`src/rtl/uart_rx.sv`:
```
// UART receiver: one clk per bit, frame = start, DATA_BITS data (LSB first), even parity, stop.
// Define UART_RX_SYNC_EN to insert a 2-flop synchroniser on RxD (adds 2 cycles of latency).
module uart_rx #(
  parameter int DATA_BITS = 8
) (
  input  logic       clk,
  input  logic       reset,
  input  logic       RxD,
  input  logic       ack,
  output logic [7:0] RxData,
  output logic       valid,
  output logic       parity_err,
  output logic       frame_err,
  output logic       overrun,
  output logic       busy
);

  localparam logic [2:0] LAST_BIT = 3'(DATA_BITS - 1);

  typedef enum logic [2:0] {
    S_IDLE,
    S_DATA,
    S_PARITY,
    S_STOP,
    S_BREAK
  } state_t;

  state_t      state_q, state_d;
  logic [2:0]  cnt_q, cnt_d;
  logic [7:0]  shift_q, shift_d;
  logic        par_q, par_d;
  logic [7:0]  data_q, data_d;
  logic        valid_q, valid_d;
  logic        perr_q, perr_d;
  logic        ferr_q, ferr_d;
  logic        ovr_q, ovr_d;
  logic        rxd;

`ifdef UART_RX_SYNC_EN
  // Synchroniser resets to the idle line level so reset never fakes a start bit
  logic [1:0] sync_q;

  always_ff @(posedge clk) begin
    if (!reset) begin
      sync_q <= 2'b11;
    end else begin
      sync_q <= {sync_q[0], RxD};
    end
  end

  assign rxd = sync_q[1];
`else
  assign rxd = RxD;
`endif

  always_ff @(posedge clk) begin
    if (!reset) begin
      state_q <= S_IDLE;
      cnt_q   <= '0;
      shift_q <= '0;
      par_q   <= 1'b0;
      data_q  <= '0;
      valid_q <= 1'b0;
      perr_q  <= 1'b0;
      ferr_q  <= 1'b0;
      ovr_q   <= 1'b0;
    end else begin
      state_q <= state_d;
      cnt_q   <= cnt_d;
      shift_q <= shift_d;
      par_q   <= par_d;
      data_q  <= data_d;
      valid_q <= valid_d;
      perr_q  <= perr_d;
      ferr_q  <= ferr_d;
      ovr_q   <= ovr_d;
    end
  end

  always_comb begin
    state_d = state_q;
    cnt_d   = cnt_q;
    shift_d = shift_q;
    par_d   = par_q;
    data_d  = data_q;
    valid_d = valid_q;
    perr_d  = perr_q;
    ferr_d  = ferr_q;
    ovr_d   = ovr_q;

    // Consumer handshake first; a commit in the same cycle overrides valid below
    if (ack && valid_q) begin
      valid_d = 1'b0;
      ovr_d   = 1'b0;
    end

    case (state_q)
      S_IDLE: begin
        if (!rxd) begin
          state_d = S_DATA;
          cnt_d   = '0;
        end
      end
      S_DATA: begin
        shift_d[cnt_q] = rxd;
        if (cnt_q == LAST_BIT) begin
          state_d = S_PARITY;
        end else begin
          cnt_d = cnt_q + 3'd1;
        end
      end
      S_PARITY: begin
        par_d   = rxd;
        state_d = S_STOP;
      end
      S_STOP: begin
        data_d  = shift_q;
        valid_d = 1'b1;
        perr_d  = (^shift_q) != par_q;
        ferr_d  = ~rxd;
        if (valid_q && !ack) begin
          ovr_d = 1'b1;
        end
        state_d = rxd ? S_IDLE : S_BREAK;
      end
      S_BREAK: begin
        if (rxd) begin
          state_d = S_IDLE;
        end
      end
      default: state_d = S_IDLE;
    endcase
  end

  assign RxData     = data_q;
  assign valid      = valid_q;
  assign parity_err = perr_q;
  assign frame_err  = ferr_q;
  assign overrun    = ovr_q;
  assign busy       = (state_q != S_IDLE);

endmodule

```
`config.mk`:
```
export PLATFORM = sky130hd
export DESIGN_NAME = uart_rx
export DESIGN_NICKNAME = d
export VERILOG_FILES = /design/src/rtl/uart_rx.sv
export SDC_FILE = /design/constraint.sdc
export NUM_CORES = 1
export LEC_CHECK = 0
export ABC_AREA = 1
export CELL_PAD_IN_SITES_DETAIL_PLACEMENT = 0
export CELL_PAD_IN_SITES_GLOBAL_PLACEMENT = 1
export CORE_AREA = 2 2 59 61
export CTS_CLUSTER_SIZE = 10
export DETAILED_ROUTE_END_ITERATION = 12
export DIE_AREA = 0 0 61 63
export GPL_TIMING_DRIVEN = 0
export PLACE_DENSITY_LB_ADDON = 0.1
export SLEW_MARGIN = 20
export SYNTH_ARGS = -nofsm -noshare
export SYNTH_HDL_FRONTEND = slang
export SYNTH_SLANG_ARGS = --single-unit
```
`constraint.sdc`:
```
create_clock -name clk -period 3.3 [get_ports clk]
set_input_delay 0.33 -clock clk [delete_from_list [all_inputs] [get_ports clk]]
set_output_delay 0.33 -clock clk [all_outputs]
set_load 0.005 [all_outputs]
```
==> results of run 1 <==
sequential cells by signal, indices dropped and copies added, names as in the netlist, named ones only:
register	flops
valid	1
par_q	1
RxData	8
frame_err	1
cnt_q	3
state_q	3
shift_q	8
parity_err	1
kinds of logic after synthesis:
logic type	Yosys count	share of synthesized area (%)
AO/OA/AOI/OAI	45	19.2
AND/OR/NAND/NOR	67	24.7
adder cells (fa/ha/maj)	2	2.00
buffers and inverters	32	10.1
XOR/XNOR	1	0.701
flip-flops	27	43.2
synth_stat cells:
cell	number	area share, %
nand3_2	2	1.6
a221oi_1	1	0.70
buf_4	1	0.60
a21oi_1	20	8.0
nand2_1	32	9.6
clkbuf_1	1	0.30
nand2_2	1	0.50
nand4_1	1	0.50
dfxtp_1	27	43
nand2_4	1	0.90
xor2_1	1	0.70
ha_1	2	2.0
o21ai_1	5	2.0
nor2_1	13	3.9
nor2_4	1	0.90
a21oi_2	3	2.1
buf_2	2	0.80
nand3_1	14	5.6
inv_1	22	6.6
nor2_2	1	0.50
inv_2	6	1.8
or2_4	1	0.70
o21ai_0	16	6.4
placed cells by master (no fill, tap or decap):
cell type	Yosys	layout
inv_1	22	22
nand2_1	32	32
o21ai_0	16	16
inv_2	6	6
a21oi_2	3	3
or2_4	1	1
clkbuf_1	1	2
nand3_1	14	14
clkdlybuf4s50_1	0	15
buf_4	1	1
nor2_1	13	13
nand2_4	1	1
nor2_2	1	1
nor2_4	1	1
o21ai_1	5	5
buf_2	2	2
dfxtp_1	27	27
a221oi_1	1	1
ha_1	2	2
a21oi_1	20	20
clkbuf_4	0	3
xor2_1	1	1
nand3_2	2	2
nand4_1	1	1
nand2_2	1	1
report_power, final:
part	total [mW]	switching [mW]	internal, mW
Clock	0.144	0.0963	0.0473
Sequential	0.343	0.00969	0.333
Combinational	0.0681	0.0439	0.0243
Total	0.555	0.150	0.405
per-layer routing:
metal / up-vias / part of all wire, % / GRT usage (%)
met5: - / 0 / 0
met4: 0 / 1.7 / 5.71
met3: 4 / 2.9 / 2.48
met2: 16 / 46 / 25.3
met1: 494 / 49 / 19.2
li1: 601 / - / -
worst min-delay path, cell delays in order:
cell and delay (ns):
buf_2 0.15, nand3_1 0.09, a21oi_1 0.06
cell type report:
cell class,instances,area [um^2],area share [%]
Tap cell,46,57.6,3.88
Multi-Input combinational cell,115,583,39.3
Inverter,28,105,7.08
Clock buffer,4,26.3,1.77
Buffer,4,21.3,1.43
Timing Repair Buffer,15,150,10.1
Sequential cell,27,541,36.4
worst max path at each step:
stage,from,endpoint,slack (ns),cells past startpoint
detailed placement,reset,shift_q[1]$_SDFFE_PN0P_,1.66,4
floorplan,cnt_q[0]$_SDFFE_PN0P_,cnt_q[2]$_SDFFE_PN0P_,2.03,6
global placement,reset,state_q[1]$_SDFFE_PN0P_,1.66,4
global route,state_q[2]$_SDFFE_PN0P_,busy,1.52,3
CTS,state_q[0]$_SDFFE_PN0P_,busy,1.58,3
finish,state_q[0]$_SDFFE_PN0P_,busy,1.60,3
==> flow_metrics.tcl, run 1 <==
set metrics [dict create \
    grt_max_degree 15 \
    r2r_slack_ns 1.89 \
    hold_class "primary input to flop" \
    viasPerCell 4.67 \
    postCtsSetupBuffers 0 \
    clock-root-buffer "clkbuf_4" \
    slowest_delay_ns 0.49 \
    worst-path-buf-inv 1 \
    finClkSkew_ns 0.00723 \
    final.fill_count 356 \
    crit_arrival_ns 1.37 \
    cts_hold_buffers 0 \
    setup_ws_ns 1.60 \
    overflow 0 \
    dp_hpwl_um 2000 \
    place.gp.congestion 0.734 \
    cts_tree "done" \
    setup_tns_ns 0 \
    min_period_ns 1.70 \
    grt_usage_pct 15.2 \
    end_kind "primary output" \
    post_dp_cell_area_mm2 0.00146 \
    fin_hold_ws_ns 0.337 \
    maxCapViolations 0 \
    holdPathStages 3 \
    finalInstanceArea_mm2 0.00148 \
    critical_path.slowest_cell "clkdlybuf4s50_1" \
    worst-path-max-fanout 4 \
    cts_sinks 27 \
    drc 0 \
    leakagePower_nw 0.616 \
    powerDensity_mw_per_mm2 374 \
    slew_headroom_pct 68.6 \
    grt_pass1_wl_um 4460 \
    netlist_area_mm2 0.00125 \
    cts_max_level 1 \
    core_area_mm2 0.00323 \
    start_util_pct 38.7 \
    min_from "RxD" \
    yosysWarnings 0 \
    fmax_ghz 0.589 \
    drive_gt1_share_pct 11.4 \
    crit_family "buffers and inverters" \
    die_w_um 61 \
    slew_viol_final 0 \
    pin_count 17 \
    wl_per_cell_um 10.7 \
    clock_path_buffers 2 \
    min_to "shift_q[2]$_SDFFE_PN0P_" \
    num_vias 1115 \
    row_count 21 \
    ir_worst_vdd_v 0.000139 \
    cts_resized 0 \
    worstSetupPathType "flop to primary output" \
    first_pass_iters 4 \
    fin_cells 239 \
    reg2reg_depth 6 \
    p_total_mw 0.555 \
    dieArea_mm2 0.00384 \
    diodes 0 \
    fin_crit_sh_pct 51.4 \
    startpoint_type "flop" \
    avgSynthCellArea_um2 7.18 \
    hold_viol_final 0 \
    ant_nets 0 \
    rsz0062_at_grt "false" \
    finalWirelength_um 2560 \
    placed_cells 235 \
    status "complete, no violations" \
    synthesis.nets 180 \
    r2r_end "cnt_q[1]$_SDFFE_PN0P_" \
    post-route-util_pct 45.9 \
    numCtsBuffers 3 \
    finalNetCount 200 \
    first_global_vias 1023 \
    ys_seq_area_share_pct 43.2 \
    dpl_worst_slack_ns 1.66 \
    tightest_slew_ns 0.472 \
    setup_viol 0 \
    synth.distinct_cells 23 \
    antenna_found_initial 0 \
    portBuffers 15 \
    synth-seq-cells 27 \
    first_iter_violations 37 \
    clkTransAtPathRegs_ns 0.15 \
    die_h_um 63 \
    reg2reg_from "cnt_q[1]$_SDFFE_PN0P_" \
    crit_chain "nor2_1, nand2_1, clkdlybuf4s50_1" \
    clk_latency_ns 0.32 \
    syn_inst 174 \
    cp.required_ns 2.97 \
    syn2layout_area_growth_pct 18.7 \
]
No activity file was read; power rests on OpenSTA's default activity.
==> run 2: changes to the inputs <==
--- a/config.mk
+++ b/config.mk
@@ -8,10 +8,10 @@
 export ABC_AREA = 1
 export CELL_PAD_IN_SITES_DETAIL_PLACEMENT = 0
 export CELL_PAD_IN_SITES_GLOBAL_PLACEMENT = 1
-export CORE_AREA = 2 2 59 61
+export CORE_AREA = 2 2 61 63
 export CTS_CLUSTER_SIZE = 10
 export DETAILED_ROUTE_END_ITERATION = 12
-export DIE_AREA = 0 0 61 63
+export DIE_AREA = 0 0 63 65
 export GPL_TIMING_DRIVEN = 0
 export PLACE_DENSITY_LB_ADDON = 0.1
 export SLEW_MARGIN = 20
==> constraint.sdc (replaced) <==
create_clock -name clk -period 1.8 [get_ports clk]
set_input_delay 0.18 -clock clk [delete_from_list [all_inputs] [get_ports clk]]
set_output_delay 0.18 -clock clk [all_outputs]
set_load 0.005 [all_outputs]
==> run 2 against run 1 <==
Worst hold slack lost 0.16 ns. Sequential cell count unchanged. Sequential share of layout area is 0.092 points lower. Global-route usage down 0.29 points. Register-to-register slack worse by 1.5 ns. Die area up 6.6%. Clock power grew 85%. Total power up 84%. Clock-buffer cell count shrank 1. Via count increased by 0.45%. Cell count rose by 0.84%. Combinational power grew 85%.
==> flow_metrics.tcl, run 2 (synthesis results as in run 1) <==
set metrics [dict create \
    status "complete, no violations" \
    die_w_um 63 \
    hold_viol_final 0 \
    min_period_ns 1.56 \
    dp_hpwl_um 2070 \
    power_frac_clock_pct 26.0 \
    first_global_vias 1098 \
    startpoint_type "flop" \
    slew_viol_final 0 \
    clock-root-buffer "clkbuf_4" \
    place.gp.congestion 0.751 \
    finalNetCount 200 \
    rsz0062_at_grt "false" \
    fin_crit_sh_pct 86.9 \
    num_vias 1120 \
    diodes 0 \
    cts_hold_buffers 0 \
    grt_max_degree 16 \
    die_h_um 65 \
    ant_nets 0 \
    row_count 22 \
    tightest_slew_ns 0.462 \
    layout_common_cells "nand2_1, dfxtp_1, inv_1" \
    ir_worst_vdd_v 0.000286 \
    first_pass_iters 4 \
    postCtsSetupBuffers 0 \
    cts_sinks 27 \
    clkTransAtPathRegs_ns 0.15 \
    grt_pass1_wl_um 4800 \
    powerDensity_mw_per_mm2 686 \
    first_iter_violations 43 \
    grt_usage_pct 14.9 \
    wl_per_cell_um 11.2 \
    setup_tns_ns 0 \
    maxCapViolations 0 \
    intPower_mw 0.739 \
    clock_path_buffers 2 \
    switching_power_mw 0.282 \
    syn2layout_area_growth_pct 19.0 \
    core_area_mm2 0.00350 \
    post-route-util_pct 42.6 \
    drive_gt1_share_pct 11.9 \
    setup_viol 0 \
    numCtsBuffers 3 \
    dieArea_mm2 0.00410 \
    fmax_ghz 0.639 \
    finalWirelength_um 2700 \
    cp.required_ns 1.62 \
    portBuffers 15 \
    cts_max_level 1 \
    crit_arrival_ns 1.38 \
    pin_count 17 \
    cts_resized 0 \
    worstSetupPathType "flop to primary output" \
    slew_headroom_pct 69.2 \
    end_kind "primary output" \
    combPwrFrac_pct 12.3 \
    antenna_found_initial 0 \
    worst-path-max-fanout 4 \
    drc 0 \
    start_util_pct 35.8 \
    hold_class "primary input to flop" \
    viasPerCell 4.65 \
    sw_frac_of_total_pct 27.6 \
    overflow 0 \
    fin_hold_ws_ns 0.178 \
    final_common_cell "nand2_1" \
    finClkSkew_ns 0.0158 \
    leakagePower_nw 0.619 \
    cts_tree "done" \
    seqPwrFrac_pct 61.6 \
    clk_latency_ns 0.33 \
]
==> run 2: final cells by class <==
| class | instances | area (um^2) |
|---|---|---|
| Clock inverter | 1 | 5.00 |
| Clock buffer | 3 | 22.5 |
| Buffer | 4 | 21.3 |
| Timing Repair Buffer | 15 | 150 |
| Multi-Input combinational cell | 115 | 583 |
| Inverter | 28 | 105 |
| Sequential cell | 27 | 541 |
| Tap cell | 48 | 60.1 |
| Fill cell | 377 | 2010 |
==> run 2: metrics by stage <==
| stage | power (mW) | worst slack (ns) | cell area (um^2) | std cells |
|---|---|---|---|---|
| after detailed placement | 0.769 | 0.270 | 1460 | 237 |
| after global placement | 0.765 | 0.297 | 1460 | 237 |
| final | 1.02 | 0.235 | 1490 | 241 |
| after global routing | 1.09 | 0.134 | 1490 | 241 |
| after CTS | 1.04 | 0.218 | 1490 | 241 |
| after floorplan | 0.733 | 0.528 | 1250 | 174 |
==> run 2: routing by layer <==
layer	part of all wire, %	up-vias	global-route usage, %
li1	-	600	-
met1	47	494	17.4
met2	48	22	27.8
met3	3.5	4	2.26
met4	1.1	0	5.00
met5	0	-	0
==> run 2: worst max-delay path: stages, from the launching register on <==
cell	delay (ns)
dfxtp_1	0.43
nor2_1	0.07
nand2_1	0.06
clkdlybuf4s50_1	0.49
==> run 2: power by group through the flow <==
stage	combinational [mW]	sequential, mW	clock [mW]
2_1_floorplan	0.0943	0.638	0
3_3_place_gp	0.124	0.642	0
3_5_place_dp	0.127	0.643	0
4_1_cts	0.128	0.630	0.282
5_1_grt	0.147	0.633	0.310
6_report	0.126	0.629	0.266
==> run 2: final timing paths <==
kind | from | to | slack, ns | cells past startpoint
setup / recovery | state_q[0]$_SDFFE_PN0P_ | busy | 0.24 | 3
hold / removal | RxD | shift_q[0]$_SDFFE_PN0P_ | 0.18 | 3
setup reg to reg | cnt_q[1]$_SDFFE_PN0P_ | cnt_q[0]$_SDFFE_PN0P_ | 0.40 | 6
hold reg to reg | flop | flop | 0.48 | 2
==> run 3: changes to the inputs <==
--- a/config.mk
+++ b/config.mk
@@ -8,10 +8,10 @@
 export ABC_AREA = 1
 export CELL_PAD_IN_SITES_DETAIL_PLACEMENT = 0
 export CELL_PAD_IN_SITES_GLOBAL_PLACEMENT = 1
-export CORE_AREA = 2 2 61 63
+export CORE_AREA = 2 2 64 66
 export CTS_CLUSTER_SIZE = 10
 export DETAILED_ROUTE_END_ITERATION = 12
-export DIE_AREA = 0 0 63 65
+export DIE_AREA = 0 0 66 68
 export GPL_TIMING_DRIVEN = 0
 export PLACE_DENSITY_LB_ADDON = 0.1
 export SLEW_MARGIN = 20
==> constraint.sdc (replaced) <==
create_clock -name clk -period 1.32 [get_ports clk]
set_input_delay 0.132 -clock clk [delete_from_list [all_inputs] [get_ports clk]]
set_output_delay 0.132 -clock clk [all_outputs]
set_load 0.005 [all_outputs]
==> run 3 against run 2 <==
Clock skew decreased by 0.013 ns. Total power increased by 51%. Sequential cell count unchanged. Largest power group unchanged. Setup slack got worse by 0.17 ns. Highest routed layer unchanged. Routed wire length increased by 0.78%. Core utilization decreased by 0.70 points. Combinational power increased by 70%. Cell count increased by 2.5%. Global-route usage decreased by 1.3 points. Non-clock buffer count increased by 4. Register-to-register slack got worse by 0.33 ns.
==> flow_metrics.tcl, run 3 (synthesis results as in run 1) <==
set metrics [dict create \
    status "complete, no violations" \
    grt_usage_pct 13.6 \
    finClkSkew_ns 0.00234 \
    worstSetupPathType "flop to primary output" \
    clkTransAtPathRegs_ns 0.09 \
    cts_max_level 1 \
    core_area_mm2 0.00386 \
    viasPerCell 4.61 \
    start_util_pct 32.4 \
    cts_sinks 27 \
    die_h_um 68 \
    maxCapViolations 0 \
    pin_count 17 \
    wl_per_cell_um 11.0 \
    slew_viol_final 0 \
    holdPathStages 3 \
    hold_class "primary input to flop" \
    hold_viol_final 0 \
    finalNetCount 204 \
    clock_path_buffers 2 \
    portBuffers 15 \
    sw_frac_of_total_pct 26.4 \
    leakagePower_nw 0.651 \
    wl_met1_um 1330 \
    p_total_mw 1.54 \
    finalWirelength_um 2720 \
    powerDensity_mw_per_mm2 953 \
    slew_headroom_pct 68.0 \
    seq_area_um2 553 \
    setup_viol 0 \
    switching_power_mw 0.407 \
    crit_arrival_ns 1.12 \
    layout_common_cells "nand2_1, inv_1, dfxtp_1" \
    first_iter_violations 46 \
    wl_met2_um 1290 \
    tightest_slew_ns 0.480 \
    end_kind "primary output" \
    antenna_found_initial 0 \
    critical_path.slowest_cell "clkdlybuf4s50_1" \
    worst-path-stages 1 \
    post_dp_cell_area_mm2 0.00146 \
    overflow 0 \
    dpl_worst_slack_ns -0.131 \
    clock-root-buffer "clkbuf_8" \
    placed_cells 239 \
    intPower_mw 1.13 \
    worst-path-buf-inv 1 \
    met3WireLength_um 68 \
    setup_ws_ns 0.0680 \
    drc 0 \
    worst-path-max-fanout 4 \
    combPwrFrac_pct 13.9 \
    diodes 0 \
    top_layer "met4" \
    seqPwrFrac_pct 55.6 \
    final_common_cell "nand2_1" \
    clk_latency_ns 0.27 \
    cts_tree "done" \
    drive_gt1_share_pct 20.3 \
    cp.required_ns 1.19 \
    syn2layout_area_growth_pct 29.1 \
    rsz0062_at_grt "true" \
    slowest_delay_ns 0.50 \
    fmax_ghz 0.799 \
    row_count 23 \
    startpoint_type "flop" \
    ant_nets 0 \
    crit_family "buffers and inverters" \
    finalInstanceArea_mm2 0.00161 \
    dp_hpwl_um 2030 \
    grt_pass1_wl_um 4690 \
    place.gp.congestion 0.790 \
    crit_chain "clkdlybuf4s50_1" \
    min_period_ns 1.25 \
    final.fill_count 414 \
    ir_worst_vdd_v 0.000307 \
    die_w_um 66 \
    num_vias 1139 \
    first_global_vias 1031 \
    fin_cells 247 \
    power_frac_clock_pct 30.5 \
    reg2reg_depth 6 \
    dieArea_mm2 0.00449 \
    multi_input_area_um2 638 \
    numCtsBuffers 3 \
    fin_crit_sh_pct 94.8 \
    grt_max_degree 15 \
    first_pass_iters 4 \
]
-- run 3: per-stage QoR --
stage	utilization, %	hold slack, ns	setup TNS, ns
after floorplan	-	0.241	0
after global placement	37.9	0.451	-1.48
after detailed placement	37.9	0.459	-1.67
after CTS	40.3	0.207	0
after global routing	41.9	0.223	-0.00379
final	41.9	0.211	0
-- run 3: path summary, 6_finish.rpt --
path | start | end | slack [ns]
max | valid$_SDFFE_PN0P_ | valid | 0.07
min | RxD | shift_q[0]$_SDFFE_PN0P_ | 0.21
max reg2reg | cnt_q[1]$_SDFFE_PN0P_ | cnt_q[0]$_SDFFE_PN0P_ | 0.07
min reg2reg | frame_err$_SDFFE_PN0N_ | frame_err$_SDFFE_PN0N_ | 0.47
-- run 3: metal layers --
| layer | vias up | GRT usage, % |
|---|---|---|
| met1 | 515 | 17.3 |
| met2 | 16 | 23.5 |
| met4 | 0 | 5.36 |
| met3 | 2 | 1.97 |
| li1 | 606 | - |
| met5 | - | 0 |
-- run 3: layout make-up --
type,count,share of cell area (%)
flip-flops and latches,27,34.3
well taps,50,3.88
repair buffers,19,11.1
plain buffers,4,1.32
clock buffers,4,2.79
inverters,28,7.13
multi-input cells,115,39.5
-- run 3: repair_timing --
action,4_1_cts,5_1_grt
pin swaps,1,3
buffers inserted,3,2
endpoints found under the setup margin,4,14
resized for setup,12,16
hold buffers,0,0
-- run 3: power groups by stage --
stage / logic, mW / clock network, mW / registers (mW)
2_1_floorplan: 0.129 / 0 / 0.870
3_3_place_gp: 0.169 / 0 / 0.875
3_5_place_dp: 0.171 / 0 / 0.876
4_1_cts: 0.190 / 0.486 / 0.852
5_1_grt: 0.243 / 0.517 / 0.860
6_report: 0.214 / 0.469 / 0.855
-- run 3: worst min-delay path: cells and delay by family --
| family | cells | cell delay, ns |
|---|---|---|
| buf+inv | 1 | 0.15 |
| simple gates | 1 | 0.09 |
| compound gates | 1 | 0.06 |
